`src/rtl/mlp_wload_ctrl.sv`:
```
// Weight-load sequencer: raises the MLP set[1] load flag, streams weights onto the
// slot/address weight bus, drains the pipeline, then clears the flag again.
module mlp_wload_ctrl #(
    parameter int unsigned N0 = 24,
    parameter int unsigned N1 = 48,
    parameter int unsigned N2 = 48,
    parameter int unsigned N3 = 8
) (
    input  logic        aclk,
    input  logic        aresetn,
    input  logic        start,
    input  logic        s_w_tvalid,
    output logic        s_w_tready,
    input  logic [15:0] s_w_tdata,
    input  logic        s_w_tlast,
    output logic [31:0] w_tdata,
    output logic        set_en,
    output logic [15:0] set_in,
    input  logic [15:0] set_out,
    output logic        act_enable,
    output logic        busy,
    output logic        done,
    output logic        err
);

    typedef enum logic [2:0] {
        StIdle, StSetw, StWaitw, StLoad, StFlush, StClear, StDone
    } state_e;

    state_e      r_state, w_state_nxt;
    logic [1:0]  r_slot;
    logic [6:0]  r_addr;
    logic [1:0]  r_flush_cnt;

    logic        w_accept;
    logic        w_start_ok;
    logic        w_slot_end;
    logic        w_last_word;
    logic [6:0]  w_slot_max;
    logic [3:0]  w_onehot;

    logic [31:0] r_w_tdata, w_w_tdata_nxt;
    logic        r_set_en, w_set_en_nxt;
    logic [15:0] r_set_in, w_set_in_nxt;
    logic        r_done, w_done_nxt;
    logic        r_busy, w_busy_nxt;
    logic        r_act_en, w_act_en_nxt;
    logic        r_err, w_err_nxt;

    always_comb begin
        unique case (r_slot)
            2'd0:    w_slot_max = 7'(N0 - 1);
            2'd1:    w_slot_max = 7'(N1 - 1);
            2'd2:    w_slot_max = 7'(N2 - 1);
            default: w_slot_max = 7'(N3 - 1);
        endcase
    end

    assign s_w_tready  = (r_state == StLoad);
    assign w_accept    = s_w_tvalid && s_w_tready;
    assign w_start_ok  = (r_state == StIdle) && start;
    assign w_slot_end  = (r_addr == w_slot_max);
    assign w_last_word = (r_slot == 2'd3) && w_slot_end;
    assign w_onehot    = 4'b0001 << r_slot;

    // State register
    always_ff @(posedge aclk or negedge aresetn) begin
        if (!aresetn) begin
            r_state <= StIdle;
        end else begin
            r_state <= w_state_nxt;
        end
    end

    // Next-state logic
    always_comb begin
        w_state_nxt = r_state;
        unique case (r_state)
            StIdle:  if (start) w_state_nxt = StSetw;
            StSetw:  w_state_nxt = StWaitw;
            StWaitw: if (set_out[1]) w_state_nxt = StLoad;
            StLoad:  if (w_accept && (w_last_word || s_w_tlast)) w_state_nxt = StFlush;
            StFlush: if (r_flush_cnt == 2'd2) w_state_nxt = StClear;
            StClear: w_state_nxt = StDone;
            StDone:  w_state_nxt = StIdle;
            default: w_state_nxt = StIdle;
        endcase
    end

    // The final word occupies the first FLUSH cycle; two all-zero bus cycles follow.
    always_ff @(posedge aclk or negedge aresetn) begin
        if (!aresetn) begin
            r_slot      <= 2'd0;
            r_addr      <= 7'd0;
            r_flush_cnt <= 2'd0;
        end else begin
            if (w_start_ok) begin
                r_slot <= 2'd0;
                r_addr <= 7'd0;
            end else if (w_accept) begin
                if (w_slot_end) begin
                    r_addr <= 7'd0;
                    r_slot <= r_slot + 2'd1;
                end else begin
                    r_addr <= r_addr + 7'd1;
                end
            end
            r_flush_cnt <= (r_state == StFlush) ? r_flush_cnt + 2'd1 : 2'd0;
        end
    end

    // Output logic, decoded from the next state so the registered outputs track the state
    always_comb begin
        w_w_tdata_nxt = w_accept ? {4'h0, w_onehot, 1'b0, r_addr, s_w_tdata} : 32'h0;
        w_set_en_nxt  = (w_state_nxt == StSetw) || (w_state_nxt == StClear);
        w_set_in_nxt  = set_out;
        if (w_state_nxt == StSetw) begin
            w_set_in_nxt[1] = 1'b1;
        end else if (w_state_nxt == StClear) begin
            w_set_in_nxt[1] = 1'b0;
        end
        w_done_nxt    = (w_state_nxt == StDone);
        w_busy_nxt    = (w_state_nxt != StIdle);
        w_act_en_nxt  = (w_state_nxt == StIdle);
        w_err_nxt     = r_err;
        if (w_start_ok) begin
            w_err_nxt = 1'b0;
        end else if (w_accept && (s_w_tlast != w_last_word)) begin
            w_err_nxt = 1'b1;
        end
    end

    always_ff @(posedge aclk or negedge aresetn) begin
        if (!aresetn) begin
            r_w_tdata <= 32'h0;
            r_set_en  <= 1'b0;
            r_set_in  <= 16'h0;
            r_done    <= 1'b0;
            r_busy    <= 1'b0;
            r_act_en  <= 1'b1;
            r_err     <= 1'b0;
        end else begin
            r_w_tdata <= w_w_tdata_nxt;
            r_set_en  <= w_set_en_nxt;
            r_set_in  <= w_set_in_nxt;
            r_done    <= w_done_nxt;
            r_busy    <= w_busy_nxt;
            r_act_en  <= w_act_en_nxt;
            r_err     <= w_err_nxt;
        end
    end

    assign w_tdata    = r_w_tdata;
    assign set_en     = r_set_en;
    assign set_in     = r_set_in;
    assign done       = r_done;
    assign busy       = r_busy;
    assign act_enable = r_act_en;
    assign err        = r_err;

endmodule

```
`config.mk`:
```
export PLATFORM = sky130hd
export DESIGN_NAME = mlp_wload_ctrl
export DESIGN_NICKNAME = d
export VERILOG_FILES = /design/src/rtl/mlp_wload_ctrl.sv
export SDC_FILE = /design/constraint.sdc
export NUM_CORES = 1
export LEC_CHECK = 0
export ABC_AREA = 0
export ABC_CLOCK_PERIOD_IN_PS = 3410
export CAP_MARGIN = 0
export CORE_MARGIN = 1
export CORE_UTILIZATION = 43
export CTS_CLUSTER_SIZE = 40
export DETAILED_ROUTE_END_ITERATION = 10
export PLACE_DENSITY = 0.89
export SYNTH_ARGS = -nofsm -noshare
export SYNTH_HDL_FRONTEND = slang
export SYNTH_SLANG_ARGS = --single-unit
```
`constraint.sdc`:
```
create_clock -name aclk -period 3.41 [get_ports aclk]
set_clock_uncertainty 0.15 [all_clocks]
set_input_delay 0.8525 -clock aclk [delete_from_list [all_inputs] [get_ports aclk]]
set_output_delay 0.8525 -clock aclk [all_outputs]
set_load 0.05 [all_outputs]
```
==> results.toml <==
[outcome]
outcome = "finished, final reports clean"

[synth]
yosysTopAreaCell = "dfrtp_1"
yosys-top-cells-area = "dfrtp_1, and2_1, ha_1, xor2_1, buf_4"
synth-edff-count = 0
synth.distinct_cells = 33
syn_area_um2 = 2330
ys.flop_type = "dfrtp_1"
async_flop_share_pct = 100
syn-instance-count = 180
avgSynthCellArea_um2 = 12.9
yosysMostFrequentCell = "dfrtp_1"
yosysSeqAreaShare_pct = 66.7
ys_warn_count = 0
netlist_top_cells_count = "dfrtp_1, and2_1, nand2_1, nor2_1, ha_1"
ys_seq_elements = 62
netlist.area_leader.share_pct = 65.6

[die]
die_width_um = 75.6
rows = 26
initial_utilization_pct = 45.0
fp.coreArea_um2 = 5170
chipHeight_um = 75.6
dieArea_um2 = 5710
io_pins = 91

[clock_network]
cts.path.max_buffers = 2
cts_tree = "built"
insertion_delay_ps = 330
clkTransAtPathRegs_ps = 70
cts_resized = 0
ctsHtreeMaxLevel = 3
cts_sinks = 62
cts_made_buffers = 9
cts-root-buf = "clkbuf_8"
postCtsHoldBufs = 0
post-cts-setup-buffers = 0

[power_and_ir_drop]
p_leak_nw = 1.51
ir_worst_vdd_v = 0.000289
power.density_nw_per_um2 = 653

[placed_design]
placed_area_um2 = 3240
port-buffer-count = 85
dp_hpwl_um = 3370
gp_congestion = 0.810

[routing]
wl_per_cell_um = 13.5
wl_um = 4690
route.detailed.drc = 0
drtAntennaViolNets = 0
avgViaCountPerCell = 4.77
vias = 1656
drt_iter0_drc = 87
dr.pass1.iters = 4

[timing]
post-route-period-util_pct = 83.7
worst_pin_slew_ps = 986
rsz0062_at_grt = "false"
drv_slew = 0
layout_min_cycle_time_ps = 2850
setup_tns_ps = 0
hold_viol = 0
setup_viol = 0
clock.fmax_mhz = 350
relSlewSlack_pct = 34.3

[grt]
antenna_found_initial = 0
overflow = 0
grt_max_degree = 48
grt_pass1_wl_um = 7150
grt_pass1_vias = 1578
grt_use_total_pct = 17.9

[final_layout]
drive_above_1_share_pct = 9.39
syn_to_final_growth_pct = 46.4
fill_cells = 381
final_nets = 317
diodes = 0
multi_input_area_um2 = 689
regArea_um2 = 1550
stdcell_area_um2 = 3410

[run]
cap_violations = 0

[worst_setup_path]
cp_max_fo = 10
end_kind = "output port"
cp-start-kind = "register"
arrival_ps = 1850
required_ps = 2410
worstSetupPathType = "register to output port"

[hold_path]
hp-class = "register to register"
-- report_power, final --
part           internal, W  switching [W]
Clock             0.000280       0.000261
Sequential        0.000847      0.0000883
Combinational     0.000270       0.000480
Total              0.00140       0.000829
-- cells by family after synthesis --
group	count (synthesis)	synth area share, %
adders and majority gates	8	4.30
and+or+nand+nor	62	15.2
DFF	62	66.7
other	1	0.161
buffers and inverters	20	4.30
AOI/OAI and AO/OA	22	7.47
xor gates and xnor gates	5	1.88
-- flip-flops by register name (all words and copies together), names as in the netlist --
register	flops
w_tdata	27
set_in	16
r_addr	7
r_state	3
r_flush_cnt	2
r_slot	2
act_enable	1
busy	1
done	1
err	1
set_en	1
-- metrics by stage --
stage / cells / utilization (%) / power [W] / setup slack, ps / hold WS (ps)
6_report: 347 / 65.9 / 0.00223 / 557 / 278
4_1_cts: 347 / 65.9 / 0.00225 / 530 / 281
5_1_grt: 347 / 65.9 / 0.00234 / 411 / 304
3_3_place_gp: 331 / 62.6 / 0.00168 / 717 / 268
2_1_floorplan: 184 / - / 0.00143 / 921 / 258
3_5_place_dp: 331 / 62.6 / 0.00170 / 620 / 272
-- layer usage --
metal	vias to the layer above	track usage (%)	part of all wire (%)
li1	771	-	-
met1	807	18.9	38
met2	76	30.1	52
met3	2	9.92	10
met4	0	6.58	0.30
met5	-	0	0
-- cells in the final DEF, fill, tap and decap left out, types with 5 or more instances in the layout --
| cell | n |
|---|---|
| o21ai_0 | 5 |
| nand3_1 | 5 |
| conb_1 | 5 |
| buf_4 | 5 |
| ha_1 | 8 |
| inv_1 | 7 |
| nor2_1 | 9 |
| nor3_1 | 5 |
| clkdlybuf4s50_1 | 84 |
| clkbuf_8 | 10 |
| and2_1 | 27 |
| nand2_1 | 9 |
| dfrtp_1 | 61 |
| xor2_1 | 5 |
| a21oi_1 | 5 |
-- worst max-delay path, cell delays in order (launching register included) --
cell and delay, ps:
dfrtp_1 510, nand2_1 110, nor2_1 100, clkdlybuf4s50_1 800
-- layout make-up --
| class | instances | share of cell area (%) |
|---|---|---|
| multi-input combinational | 102 | 20.2 |
| timing repair buffer | 90 | 25.9 |
| clock buffer | 12 | 4.26 |
| inverter | 7 | 0.771 |
| tap | 70 | 2.57 |
| clock inverter | 4 | 0.661 |
| sequential | 62 | 45.6 |
-- final timing paths --
path / to / cells past startpoint / slack [ps] / start
min in group asynchronous: w_tdata[5] / 1 / 540 / aresetn
min reg2reg: r_flush_cnt[0] / 1 / 280 / r_flush_cnt[0]
max in group asynchronous: r_addr[1] / 2 / 1860 / aresetn
min: r_flush_cnt[0] / 1 / 280 / r_flush_cnt[0]
max: s_w_tready / 3 / 560 / r_state[0]
max reg2reg: set_en / 9 / 630 / r_slot[0]
Power figures use the tool's default switching activity.
